`src/rtl/btn_debounce_pulse_pkg.sv`:
```
// Shared definitions for the push-button debouncer.
//   btn_state_t             : 2-bit debounce FSM state encoding
//   DEFAULT_DEBOUNCE_CYCLES : stable-sample count for the 100 MHz board clock (10 ms)
//   DEFAULT_HOLD_CYCLES     : long-hold delay for the 100 MHz board clock (1 s)
package btn_debounce_pulse_pkg;

  typedef enum logic [1:0] {
    RELEASED     = 2'd0,
    PRESS_PEND   = 2'd1,
    PRESSED      = 2'd2,
    RELEASE_PEND = 2'd3
  } btn_state_t;

  localparam int DEFAULT_DEBOUNCE_CYCLES = 1_000_000;
  localparam int DEFAULT_HOLD_CYCLES     = 100_000_000;

endpackage

```
`src/rtl/btn_debounce_pulse_if.sv`:
```
// Button signal bundle between the board-side pin driver and the debouncer.
//   btn_raw     : raw, bouncy, active-high button pin
//   btn_level   : debounced button level
//   btn_press   : one-cycle pulse on debounced 0->1
//   btn_release : one-cycle pulse on debounced 1->0
//   btn_hold    : one-cycle pulse after a long continuous press
// master = side that owns the pin and consumes the events; slave = the debouncer.
interface btn_debounce_pulse_if;

  logic btn_raw;
  logic btn_level;
  logic btn_press;
  logic btn_release;
  logic btn_hold;

  modport master (
    output btn_raw,
    input  btn_level,
    input  btn_press,
    input  btn_release,
    input  btn_hold
  );

  modport slave (
    input  btn_raw,
    output btn_level,
    output btn_press,
    output btn_release,
    output btn_hold
  );

endinterface

```
`src/rtl/btn_debounce_pulse_sync_2ff.sv`:
```
// Generic two-flop synchronizer for asynchronous input pins.
//   clk   : destination clock
//   rst_n : asynchronous active-low reset, clears both stages
//   d     : asynchronous input
//   q     : synchronized output (second stage)
module sync_2ff #(
  parameter int WIDTH = 1
) (
  input  logic             clk,
  input  logic             rst_n,
  input  logic [WIDTH-1:0] d,
  output logic [WIDTH-1:0] q
);

  logic [WIDTH-1:0] meta;

  always_ff @(posedge clk or negedge rst_n) begin
    if (!rst_n) begin
      meta <= '0;
      q    <= '0;
    end else begin
      meta <= d;
      q    <= meta;
    end
  end

endmodule

```
`src/rtl/btn_debounce_pulse.sv`:
```
// Push-button conditioner: synchronizes the raw pin, debounces it into a clean
// level and emits single-cycle press, release and long-hold pulses. btn_press
// feeds the downstream start/stop toggle FSM.
//   clk   : system clock, all logic on posedge
//   rst_n : asynchronous active-low reset
//   btn   : slave side of btn_debounce_pulse_if (btn_raw in; level and pulses out)
module btn_debounce_pulse
  import btn_debounce_pulse_pkg::*;
#(
  parameter int DEBOUNCE_CYCLES = DEFAULT_DEBOUNCE_CYCLES,
  parameter int HOLD_CYCLES     = DEFAULT_HOLD_CYCLES
) (
  input  logic                 clk,
  input  logic                 rst_n,
  btn_debounce_pulse_if.slave  btn
);

  localparam int DEB_W  = $clog2(DEBOUNCE_CYCLES + 1);
  localparam int HOLD_W = $clog2(HOLD_CYCLES + 1);

  localparam logic [DEB_W-1:0]  DEB_ONE   = DEB_W'(1);
  localparam logic [DEB_W-1:0]  DEB_LAST  = DEB_W'(DEBOUNCE_CYCLES - 1);
  localparam logic [HOLD_W-1:0] HOLD_ONE  = HOLD_W'(1);
  localparam logic [HOLD_W-1:0] HOLD_LAST = HOLD_W'(HOLD_CYCLES - 1);
  localparam logic [HOLD_W-1:0] HOLD_MAX  = HOLD_W'(HOLD_CYCLES);

  // With a single-sample debounce the change is accepted on the edge that
  // first sees it, so the pending states are never entered.
  localparam bit SKIP_PEND = (DEBOUNCE_CYCLES == 1);

  logic              btn_s;
  btn_state_t        state;
  logic [DEB_W-1:0]  deb_cnt;
  logic [HOLD_W-1:0] hold_cnt;
  logic              level_q;
  logic              press_q;
  logic              release_q;
  logic              hold_q;

  sync_2ff #(.WIDTH(1)) u_sync (
    .clk   (clk),
    .rst_n (rst_n),
    .d     (btn.btn_raw),
    .q     (btn_s)
  );

  always_ff @(posedge clk or negedge rst_n) begin
    if (!rst_n) begin
      state     <= RELEASED;
      deb_cnt   <= '0;
      hold_cnt  <= '0;
      level_q   <= 1'b0;
      press_q   <= 1'b0;
      release_q <= 1'b0;
      hold_q    <= 1'b0;
    end else begin
      press_q   <= 1'b0;
      release_q <= 1'b0;
      hold_q    <= 1'b0;

      // Hold timer runs whenever the debounced level is high (PRESSED and
      // RELEASE_PEND) and parks at HOLD_MAX so only one hold pulse per press.
      if (level_q && (hold_cnt != HOLD_MAX)) begin
        hold_cnt <= hold_cnt + HOLD_ONE;
        if (hold_cnt == HOLD_LAST) begin
          hold_q <= 1'b1;
        end
      end

      case (state)
        RELEASED: begin
          if (btn_s) begin
            if (SKIP_PEND) begin
              state    <= PRESSED;
              level_q  <= 1'b1;
              press_q  <= 1'b1;
              hold_cnt <= '0;
            end else begin
              state   <= PRESS_PEND;
              deb_cnt <= DEB_ONE;
            end
          end
        end

        PRESS_PEND: begin
          if (!btn_s) begin
            state   <= RELEASED;
            deb_cnt <= '0;
          end else if (deb_cnt == DEB_LAST) begin
            state    <= PRESSED;
            level_q  <= 1'b1;
            press_q  <= 1'b1;
            hold_cnt <= '0;
          end else begin
            deb_cnt <= deb_cnt + DEB_ONE;
          end
        end

        PRESSED: begin
          if (!btn_s) begin
            if (SKIP_PEND) begin
              state     <= RELEASED;
              level_q   <= 1'b0;
              release_q <= 1'b1;
              hold_cnt  <= '0;
            end else begin
              state   <= RELEASE_PEND;
              deb_cnt <= DEB_ONE;
            end
          end
        end

        RELEASE_PEND: begin
          if (btn_s) begin
            state   <= PRESSED;
            deb_cnt <= '0;
          end else if (deb_cnt == DEB_LAST) begin
            state     <= RELEASED;
            level_q   <= 1'b0;
            release_q <= 1'b1;
            hold_cnt  <= '0;
          end else begin
            deb_cnt <= deb_cnt + DEB_ONE;
          end
        end

        default: begin
          state <= RELEASED;
        end
      endcase
    end
  end

  assign btn.btn_level   = level_q;
  assign btn.btn_press   = press_q;
  assign btn.btn_release = release_q;
  assign btn.btn_hold    = hold_q;

endmodule

```
`src/flat_wrapper.sv`:
```
// flat-port wrapper written by rule: the top's interface ports become plain ports
module btn_debounce_pulse_flat import btn_debounce_pulse_pkg::*;
#(
  parameter int DEBOUNCE_CYCLES = DEFAULT_DEBOUNCE_CYCLES,
  parameter int HOLD_CYCLES     = DEFAULT_HOLD_CYCLES
)
  (clk, rst_n, btn_btn_raw, btn_btn_level, btn_btn_press, btn_btn_release, btn_btn_hold);
  btn_debounce_pulse_if btn_i ();
  input  logic clk;
  input  logic rst_n;
  input wire logic [$bits(btn_i.btn_raw)-1:0] btn_btn_raw;
  output wire logic [$bits(btn_i.btn_level)-1:0] btn_btn_level;
  output wire logic [$bits(btn_i.btn_press)-1:0] btn_btn_press;
  output wire logic [$bits(btn_i.btn_release)-1:0] btn_btn_release;
  output wire logic [$bits(btn_i.btn_hold)-1:0] btn_btn_hold;
  assign btn_i.btn_raw = btn_btn_raw;
  assign btn_btn_level = btn_i.btn_level;
  assign btn_btn_press = btn_i.btn_press;
  assign btn_btn_release = btn_i.btn_release;
  assign btn_btn_hold = btn_i.btn_hold;
  btn_debounce_pulse #(.DEBOUNCE_CYCLES(DEBOUNCE_CYCLES), .HOLD_CYCLES(HOLD_CYCLES)) u_core (.clk(clk), .rst_n(rst_n), .btn(btn_i));
endmodule
```
`config.mk`:
```
export PLATFORM = sky130hd
export DESIGN_NAME = btn_debounce_pulse_flat
export DESIGN_NICKNAME = d
export VERILOG_FILES = /design/src/rtl/btn_debounce_pulse_pkg.sv /design/src/rtl/btn_debounce_pulse_if.sv /design/src/rtl/btn_debounce_pulse_sync_2ff.sv /design/src/rtl/btn_debounce_pulse.sv /design/src/flat_wrapper.sv
export SDC_FILE = /design/constraint.sdc
export NUM_CORES = 1
export LEC_CHECK = 0
export BUFFER_PORTS_ARGS = -buffer_cell sky130_fd_sc_hd__buf_2
export CAP_MARGIN = 20
export CORE_UTILIZATION = 56
export DETAILED_ROUTE_END_ITERATION = 10
export PLACE_DENSITY = 0.75
export SKIP_LAST_GASP = 1
export SLEW_MARGIN = 20
export SYNTH_ARGS = -nofsm -noshare
export SYNTH_HDL_FRONTEND = slang
export SYNTH_SLANG_ARGS = --single-unit
```
`constraint.sdc`:
```
create_clock -name clk -period 2.4 [get_ports clk]
set_input_delay 0.48 -clock clk [delete_from_list [all_inputs] [get_ports clk]]
set_output_delay 0.48 -clock clk [all_outputs]
set_load 0.1 [all_outputs]
```
==> summary.md <==
| Metric | Value |
|---|---|
| Status | finished, final reports clean |
| Fin Setup TNS | 0 ps |
| Clock Latency Late Sink | 310 ps |
| Syn Area/Cell | 9.286 um2 |
| WHS | 66.02 ps |
| Placer Congestion | 0.8281 |
| Total GRT Usage | 0.2478 |
| Cell Area, Synth | 2841 um2 |
| Placeable Area | 4817 um2 |
| Post-synth EDFFs | 0 |
| Final Max Tran Viols | 0 |
| Number of CTS-inserted buffers | 5 |
| Final #Nets | 326 |
| Dpl ws | 63.20 ps |
| WS Path Type | reg -> reg |
| Die Width | roughly 73 um |
| Worst-Margin Slew | 784.5 ps |
| #FFs+latches synth | 55 |
| TritonCTS sink count | 55 |
| Root Buffer | clkbuf_8 |
| Final antenna-violating net count | 0 |
| Die height | 73.23 um |
| Tmin final | 2356 ps |
| First DRT Iteration DRCs | 203 |
| DR vias | 2290 |
| Most frequent cells in the layout | dfrtp_1 (55), nor2_1 (37), o21ai_0 (28) |
| Fin area | about 3100 um2 |
| Total gr overflow | 0 |
| Post-CTS Setup Inserts | 0 |
| # H-tree levels | 2 |
| Clock buffer depth | 2 |
| CP Data Required Time | 2600 ps |
| Layout cells sized above 1 | 0.1156 |
| Slew HR | 0.4764 |
| Worst Path Max Fanout | 5 |
| Initial antenna violation count | 0 |
| Syn-to-layout area delta | 9.996% |
| Hold buffer count at CTS | 0 |
| Vias in the first global route | 2090 |
| Clock Skew | 5.539 ps |
| Syn_nets | 312 |
| Maximum vdd drop | 0.0003907 V |
| Clock Pin Slew Worst Setup and Hold Paths | about 100 ps |
| Async S/R FF share, synth | 1.000 |
| Largest net degree at the start of global routing | 28 |
| CP arrival | 2550 ps |
| # diodes | 0 |
| Setup WS post-layout | 43.54 ps |
| DP Cell Count | 380 |
| Max Freq | approximately 420 MHz |
| Drt total wl | 5826 um |
| Leak | 1.376 nW |
| Hpwl dp | 3999 um |
| Top_reg_cell synth | dfrtp_1 |
| Post-synthesis cell type count | 43 |
| Yosys warns | 0 |
| Cell Area, Placed | ~3000 um2 |
| Final hold violations | 0 |
| Die ar. | 5363 um2 |
| Fin cells | 387 |
| Period utilization | 0.9819 |
| Post-synthesis cell count | 306 |
| Top-Level Pins | 7 |
| DRC Markers | 0 |
| Hold crit path type | in -> async |
| Critical Path Sink Type | flop |
| Routed len/inst | 15.05 um |
| Buffers on Ports | 6 |
| Vias per cell | 5.917 |
| Drt first pass iters | 5 |
| P per Cell Area | 511.9 nW/um2 |
| Starting Density | 0.5899 |
| Most common cell after layout, fill and taps aside | dfrtp_1 |
| CTS tree | yes |
| Max-cap violation count | 0 |
| Tot Pwr | 1.600 mW |
| RSZ-0062 raised after global routing | true |
| Seq/Total Area, Yosys | 0.4844 |
| Endpoints failing setup | 0 |
| Global-route wire length before repair | 10050 um |
| Final Util | 0.6488 |
| Core Rows | 25 |
| Startpoint types | flop |
logic make-up after synthesis:
family                     count (synthesis)  share of synthesized area
buffers and inverters                     21                    0.03082
and+or+nand+nor                          146                     0.2748
xor gates and xnor gates                  27                    0.08322
DFF                                       55                     0.4844
AOI/OAI and AO/OA                         52                     0.1061
adders and majority gates                  3                    0.01321
muxes                                      2                   0.007486
critical path, cell delays in order (launching register included):
cell and delay [ps]:
dfrtp_1 390, or4_1 530, or4_4 560, or3_4 430, and2_2 220, a2bb2oi_1 120
sequential cells by signal, indices dropped and copies added, names as in the netlist, named ones only:
name,count
u_core.btn.btn_level,1
u_core.u_sync.meta,1
u_core.hold_cnt,27
u_core.btn.btn_press,1
u_core.deb_cnt,20
u_core.btn.btn_release,1
u_core.btn.btn_hold,1
u_core.u_sync.q,1
u_core.state,1
area by class of cell:
type	instances	area (um2)
Sequential cell	55	1376
Fill cell	411	1692
Clock buffer	5	68.82
Inverter	9	33.78
Multi-Input combinational cell	230	1385
Timing Repair Buffer	19	140.1
Tap cell	67	83.83
Clock inverter	2	37.54
worst paths after layout:
check	start	cells past startpoint	slack (ps)	to
min	rst_n	1	70	u_core.hold_cnt[20]
max reg2reg	u_core.deb_cnt[6]	5	40	u_core.deb_cnt[0]
min reg2reg	u_core.u_sync.meta	0	360	u_core.u_sync.q
min in group clk	btn_btn_raw	1	270	u_core.u_sync.meta
max in group asynchronous	rst_n	2	1720	u_core.deb_cnt[15]
max	u_core.deb_cnt[6]	5	40	u_core.deb_cnt[0]
synthesized netlist by cell type (8+ instances only):
cell / number / area [um2]
dfrtp_1: 55 / 1376
nor2_1: 38 / 142.6
o21ai_0: 28 / 140.1
nand2_1: 26 / 97.59
nand4_1: 19 / 118.9
nand3_1: 18 / 90.09
xor2_1: 16 / 140.1
xnor2_1: 11 / 96.34
inv_1: 9 / 33.78
a21oi_1: 8 / 40.04
clkbuf_1: 8 / 30.03
power breakdown:
group	internal (mW)	switching, mW	leakage (nW)
logic	0.0178	0.0425	0.567
clock network	0.305	0.294	0.0502
registers	0.933	0.00756	0.759
what timing repair did:
action                     in CTS  in global routing
hold endpoints to repair        0                  0
setup endpoints to repair       0                  2
resized for setup               0                  1
layer usage:
metal / track usage / share of wire / routed length (um)
met5: 0 / 0 / 0
met2: 0.3539 / 0.45 / 2627
met1: 0.3767 / 0.50 / 2885
met3: 0.04282 / 0.044 / 257
met4: 0.08932 / 0.0096 / 56
No activity file was read; power rests on OpenSTA's default activity.
